**src/rtl/sram_port_arbiter.sv**
```systemverilog
// ============================================================================
// Module   : sram_port_arbiter
// Brief    : Shares one sram-like port between fetch and data requesters,
//            routing returns in order through an owner FIFO.
// Revision : 1.0 - initial release
// ============================================================================
`default_nettype none

module sram_port_arbiter #(
    parameter int MAX_OUTSTANDING = 4,
    parameter int STARVE_LIMIT    = 8
) (
    input  logic        aclk,
    input  logic        reset,
    input  logic        inst_req,
    input  logic        inst_wr,
    input  logic [1:0]  inst_size,
    input  logic [3:0]  inst_wstrb,
    input  logic [31:0] inst_addr,
    input  logic [31:0] inst_wdata,
    output logic        inst_addr_ok,
    output logic        inst_data_ok,
    output logic [31:0] inst_rdata,
    input  logic        data_req,
    input  logic        data_wr,
    input  logic [1:0]  data_size,
    input  logic [3:0]  data_wstrb,
    input  logic [31:0] data_addr,
    input  logic [31:0] data_wdata,
    output logic        data_addr_ok,
    output logic        data_data_ok,
    output logic [31:0] data_rdata,
    output logic        mem_req,
    output logic        mem_wr,
    output logic [1:0]  mem_size,
    output logic [3:0]  mem_wstrb,
    output logic [31:0] mem_addr,
    output logic [31:0] mem_wdata,
    input  logic        mem_addr_ok,
    input  logic        mem_data_ok,
    input  logic [31:0] mem_rdata,
    output logic        arb_err
);

    localparam int PW = $clog2(MAX_OUTSTANDING);
    localparam int CW = $clog2(MAX_OUTSTANDING + 1);
    localparam int SW = $clog2(STARVE_LIMIT + 1);
    localparam logic [CW-1:0] C_FULL  = CW'(MAX_OUTSTANDING);
    localparam logic [SW-1:0] C_LIMIT = SW'(STARVE_LIMIT);

    logic [MAX_OUTSTANDING-1:0] owner_mem;
    logic [PW-1:0]              wr_ptr;
    logic [PW-1:0]              rd_ptr;
    logic [CW-1:0]              count;
    logic                       lock_valid;
    logic                       lock_owner;
    logic [SW-1:0]              starve_cnt;

    logic sel;
    logic full;
    logic hs;
    logic pop;
    logic head;

    // sel: 1 = data requester, 0 = fetch requester
    always_comb begin
        sel = 1'b0;
        if (lock_valid)
            sel = lock_owner;
        else if (inst_req && (starve_cnt == C_LIMIT))
            sel = 1'b0;
        else if (data_req)
            sel = 1'b1;
    end

    assign full = (count == C_FULL);
    assign hs   = mem_req & mem_addr_ok;
    assign pop  = mem_data_ok & (count != '0);
    assign head = owner_mem[rd_ptr];

    assign mem_req    = (sel ? data_req : inst_req) & ~full;
    assign mem_wr     = sel ? data_wr    : inst_wr;
    assign mem_size   = sel ? data_size  : inst_size;
    assign mem_wstrb  = sel ? data_wstrb : inst_wstrb;
    assign mem_addr   = sel ? data_addr  : inst_addr;
    assign mem_wdata  = sel ? data_wdata : inst_wdata;

    assign inst_addr_ok = hs & ~sel;
    assign data_addr_ok = hs &  sel;
    assign inst_data_ok = pop & ~head;
    assign data_data_ok = pop &  head;
    assign inst_rdata   = mem_rdata;
    assign data_rdata   = mem_rdata;

    always_ff @(posedge aclk or posedge reset) begin
        if (reset) begin
            owner_mem  <= '0;
            wr_ptr     <= '0;
            rd_ptr     <= '0;
            count      <= '0;
            lock_valid <= 1'b0;
            lock_owner <= 1'b0;
            starve_cnt <= '0;
            arb_err    <= 1'b0;
        end else begin
            if (hs) begin
                owner_mem[wr_ptr] <= sel;
                wr_ptr            <= wr_ptr + PW'(1);
            end
            if (pop)
                rd_ptr <= rd_ptr + PW'(1);
            case ({hs, pop})
                2'b10:   count <= count + CW'(1);
                2'b01:   count <= count - CW'(1);
                default: count <= count;
            endcase

            // Hold the choice while a request waits for addr_ok
            if (hs)
                lock_valid <= 1'b0;
            else if (mem_req && !lock_valid) begin
                lock_valid <= 1'b1;
                lock_owner <= sel;
            end

            if (!inst_req || (hs && !sel))
                starve_cnt <= '0;
            else if (hs && sel && (starve_cnt != C_LIMIT))
                starve_cnt <= starve_cnt + SW'(1);

            if (mem_data_ok && (count == '0))
                arb_err <= 1'b1;
        end
    end

endmodule

`default_nettype wire

```
**config.mk**
```make
export PLATFORM = sky130hd
export DESIGN_NAME = sram_port_arbiter
export DESIGN_NICKNAME = d
export VERILOG_FILES = /design/src/rtl/sram_port_arbiter.sv
export SDC_FILE = /design/constraint.sdc
export NUM_CORES = 1
export LEC_CHECK = 0
export CAP_MARGIN = 10
export CORE_AREA = 2 2 123 125
export CTS_BUF_LIST = sky130_fd_sc_hd__clkbuf_4
export DETAILED_ROUTE_END_ITERATION = 16
export DIE_AREA = 0 0 125 127
export HOLD_SLACK_MARGIN = 0.12
export PLACE_DENSITY_LB_ADDON = 0.12
export SLEW_MARGIN = 20
export SYNTH_ARGS = -nofsm -noshare
export SYNTH_HDL_FRONTEND = slang
export SYNTH_SLANG_ARGS = --single-unit
```
**constraint.sdc**
```tcl
create_clock -name aclk -period 4.65 [get_ports aclk]
set_input_delay 0.93 -clock aclk [delete_from_list [all_inputs] [get_ports aclk]]
set_output_delay 0.93 -clock aclk [all_outputs]
set_load 0.05 [all_outputs]
```
==> results_dict.tcl <==
set metrics [dict create \
    worstSetupPathType "input port to output port" \
    slew_headroom_pct 52.7 \
    syn_to_final_growth_pct 84.9 \
    stdcell_count 587 \
    grtUsageMet3_pct 9.55 \
    seq_area_frac_synth_pct 19.1 \
    cts_tree "built" \
    cts_buffers 3 \
    fp.dieW_um 125 \
    wirelength_mm 12.2 \
    route.vias.total 2300 \
    synth_fp_nets 429 \
    start_util_pct 16.4 \
    dieArea_um2 15900 \
    detail_route.wl_per_cell_um 20.7 \
    ff2ff_path_depth 9 \
    leakagePower_nw 1.67 \
    synth_adder_area_share_pct 4.56 \
    drt_iter0_drc 47 \
    cts_hold_buf 0 \
    fin_setup_tns_ps 0 \
    async_reset_ff_share_pct 100 \
    worstReg2RegEnd "count[2]" \
    firstDrtPassIters 4 \
    grt_antenna_before_repair 6 \
    dpl.hpwl_mm 10.7 \
    r2r_start "lock_owner" \
    syn-instance-count 241 \
    dp.cells 579 \
    remaining_drc_errors 0 \
    yosys_warnings 0 \
    io_pins 321 \
    synth.largest_area_cell "mux2_2" \
    cp_max_fo 23 \
    synth_edf_count 0 \
    coreArea_um2 14400 \
    cts-resized-gates 0 \
    hold_viol_final 0 \
    hp-class "flop to flop" \
    cts_sinks 18 \
    rsz0062_at_grt "false" \
    irDropWorstVdd_uv 294 \
    grt_pass1_vias 2489 \
    grt_util_met1_pct 18.7 \
    critPathCapture "mem_wdata[17]" \
    rows 44 \
    synth-xor-area-share_pct 2.23 \
    synth.top_cell.area_share_pct 32.9 \
    cellPowerDensity_nw_per_um2 636 \
    status "completed" \
    skew_ps 2.22 \
    fin_nets 588 \
    cp-end-kind "output port" \
    grt_pass1_wl_mm 16.6 \
    htreeDepth 1 \
    synth_most_common_cell "mux2_2" \
    crit_required_ps 3720 \
    syn_area_um2 2360 \
    grt_overflow 0 \
    top_usage_layer "met2" \
    grt_use_total_pct 14.2 \
    drv_cap 0 \
    fmax_ghz 0.237 \
    yosys-top-cells-count "69 x mux2_2, 65 x buf_4, 18 x dfrtp_1, 11 x inv_1" \
    ant_nets 0 \
    drive_above_1_share_pct 24.6 \
    period_needed_ps 4220 \
    cp-startpoint "data_req" \
    routabilityCongestion 0.785 \
    finalCritPeriodShare_pct 90.7 \
    r2r_slack_ps 2250 \
    start_kind "input port" \
    clockBufferDepth 2 \
    fill_cells 1496 \
    setup_viol 0 \
    avgSynthCellArea_um2 9.79 \
    portBuffers 224 \
    ys.flop_type "dfrtp_1" \
    synth_top_family_by_area "multiplexers" \
    grtUsageMet2_pct 19.4 \
    synth.distinct_cells 34 \
    yosys-mux-area-fraction_pct 37.6 \
    ys_seq_elements 18 \
    synth-simple-area-share_pct 7.05 \
    synth_compound_area_share_pct 5.09 \
    critPathArrivalTime_ps 3290 \
    cts_setup_buffers 0 \
    viasPerCell 3.92 \
    grt_max_degree 24 \
    drv_slew 0 \
    die_y_um 127 \
    clock_latency_ps 290 \
    synth_area_leaders "mux2_2 33%, buf_4 21%, dfrtp_1 19%, ha_1 3.7%, mux2_1 3.3%" \
    cts_root_buffer "clkbuf_4" \
    worstMarginPinSlew_ps 709 \
    path_clk_slew_ps 100 \
]
## kinds of logic after synthesis
group	Yosys count
buffers and inverters	84
xor gates and xnor gates	6
muxes	78
adders and majority gates	8
DFF	18
AOI/OAI and AO/OA	16
and+or+nand+nor	31
## cell type report
type	count	area, um^2	area share (%)
flip-flops and latches	18	450	10.3
repair buffers	227	2260	51.8
well taps	184	230	5.28
multi-input cells	139	1340	30.8
clock buffers	3	22.5	0.516
clock inverters	1	3.75	0.0860
inverters	11	41.3	0.946
diodes	4	10.0	0.229
## per-layer routing
metal,vias to the layer above,wire length [um]
met2,168,4830
li1,1085,-
met4,4,136
met5,-,27
met1,1018,5530
met3,25,1630
## flip-flops by register name, indices dropped and copies added, names as in the netlist
| name | count |
|---|---|
| owner_mem | 4 |
| starve_cnt | 4 |
| count | 3 |
| rd_ptr | 2 |
| wr_ptr | 2 |
| arb_err | 1 |
| lock_owner | 1 |
| lock_valid | 1 |
## cell usage in the layout (no fill, tap or decap), types with 2 or more instances in the layout
cell / count
mux2_2: 69
buf_12: 3
nand3_1: 5
dfrtp_1: 18
mux2_1: 7
xor2_1: 2
diode_2: 4
ha_1: 7
nor2_1: 6
clkdlybuf4s50_1: 208
a21oi_1: 4
xnor2_1: 4
nor3_1: 2
nand2b_1: 4
o21ai_0: 6
inv_1: 11
nand2_1: 7
buf_4: 16
clkbuf_4: 3
## power by group
group	switching (W)	leakage [nW]	internal, W
clock	0.0000475	0.0154	0.0000312
sequential	0.0000584	0.217	0.000222
combinational	0.00145	1.44	0.000969
total	0.00155	1.67	0.00122
## stage by stage
step           instance area [um^2]  power [W]  utilization (%)  worst slack, ps  hold slack, ps
2_1_floorplan                  2360    0.00204                -             1340             453
3_3_place_gp                   4330    0.00271             30.0              445             441
3_5_place_dp                   4330    0.00271             30.0              412             448
4_1_cts                        4350    0.00281             30.2              401             473
5_1_grt                        4350    0.00291             30.2              345             487
6_report                       4360    0.00278             30.3              433             465
## how the worst min path moves through the flow
stage                           end       from  slack [ps]  cells past startpoint
after floorplan           rd_ptr[1]  rd_ptr[1]         450                      1
after global placement      arb_err    arb_err         440                      1
after detailed placement    arb_err    arb_err         450                      1
after CTS                   arb_err    arb_err         470                      1
after global routing        arb_err    arb_err         490                      1
final                       arb_err    arb_err         470                      1
## worst max-delay path: stages
cell and delay [ps]:
clkdlybuf4s50_1 600, o221a_4 450, buf_12 220, mux2_2 350, clkdlybuf4s50_1 720
Power figures use the tool's default switching activity.
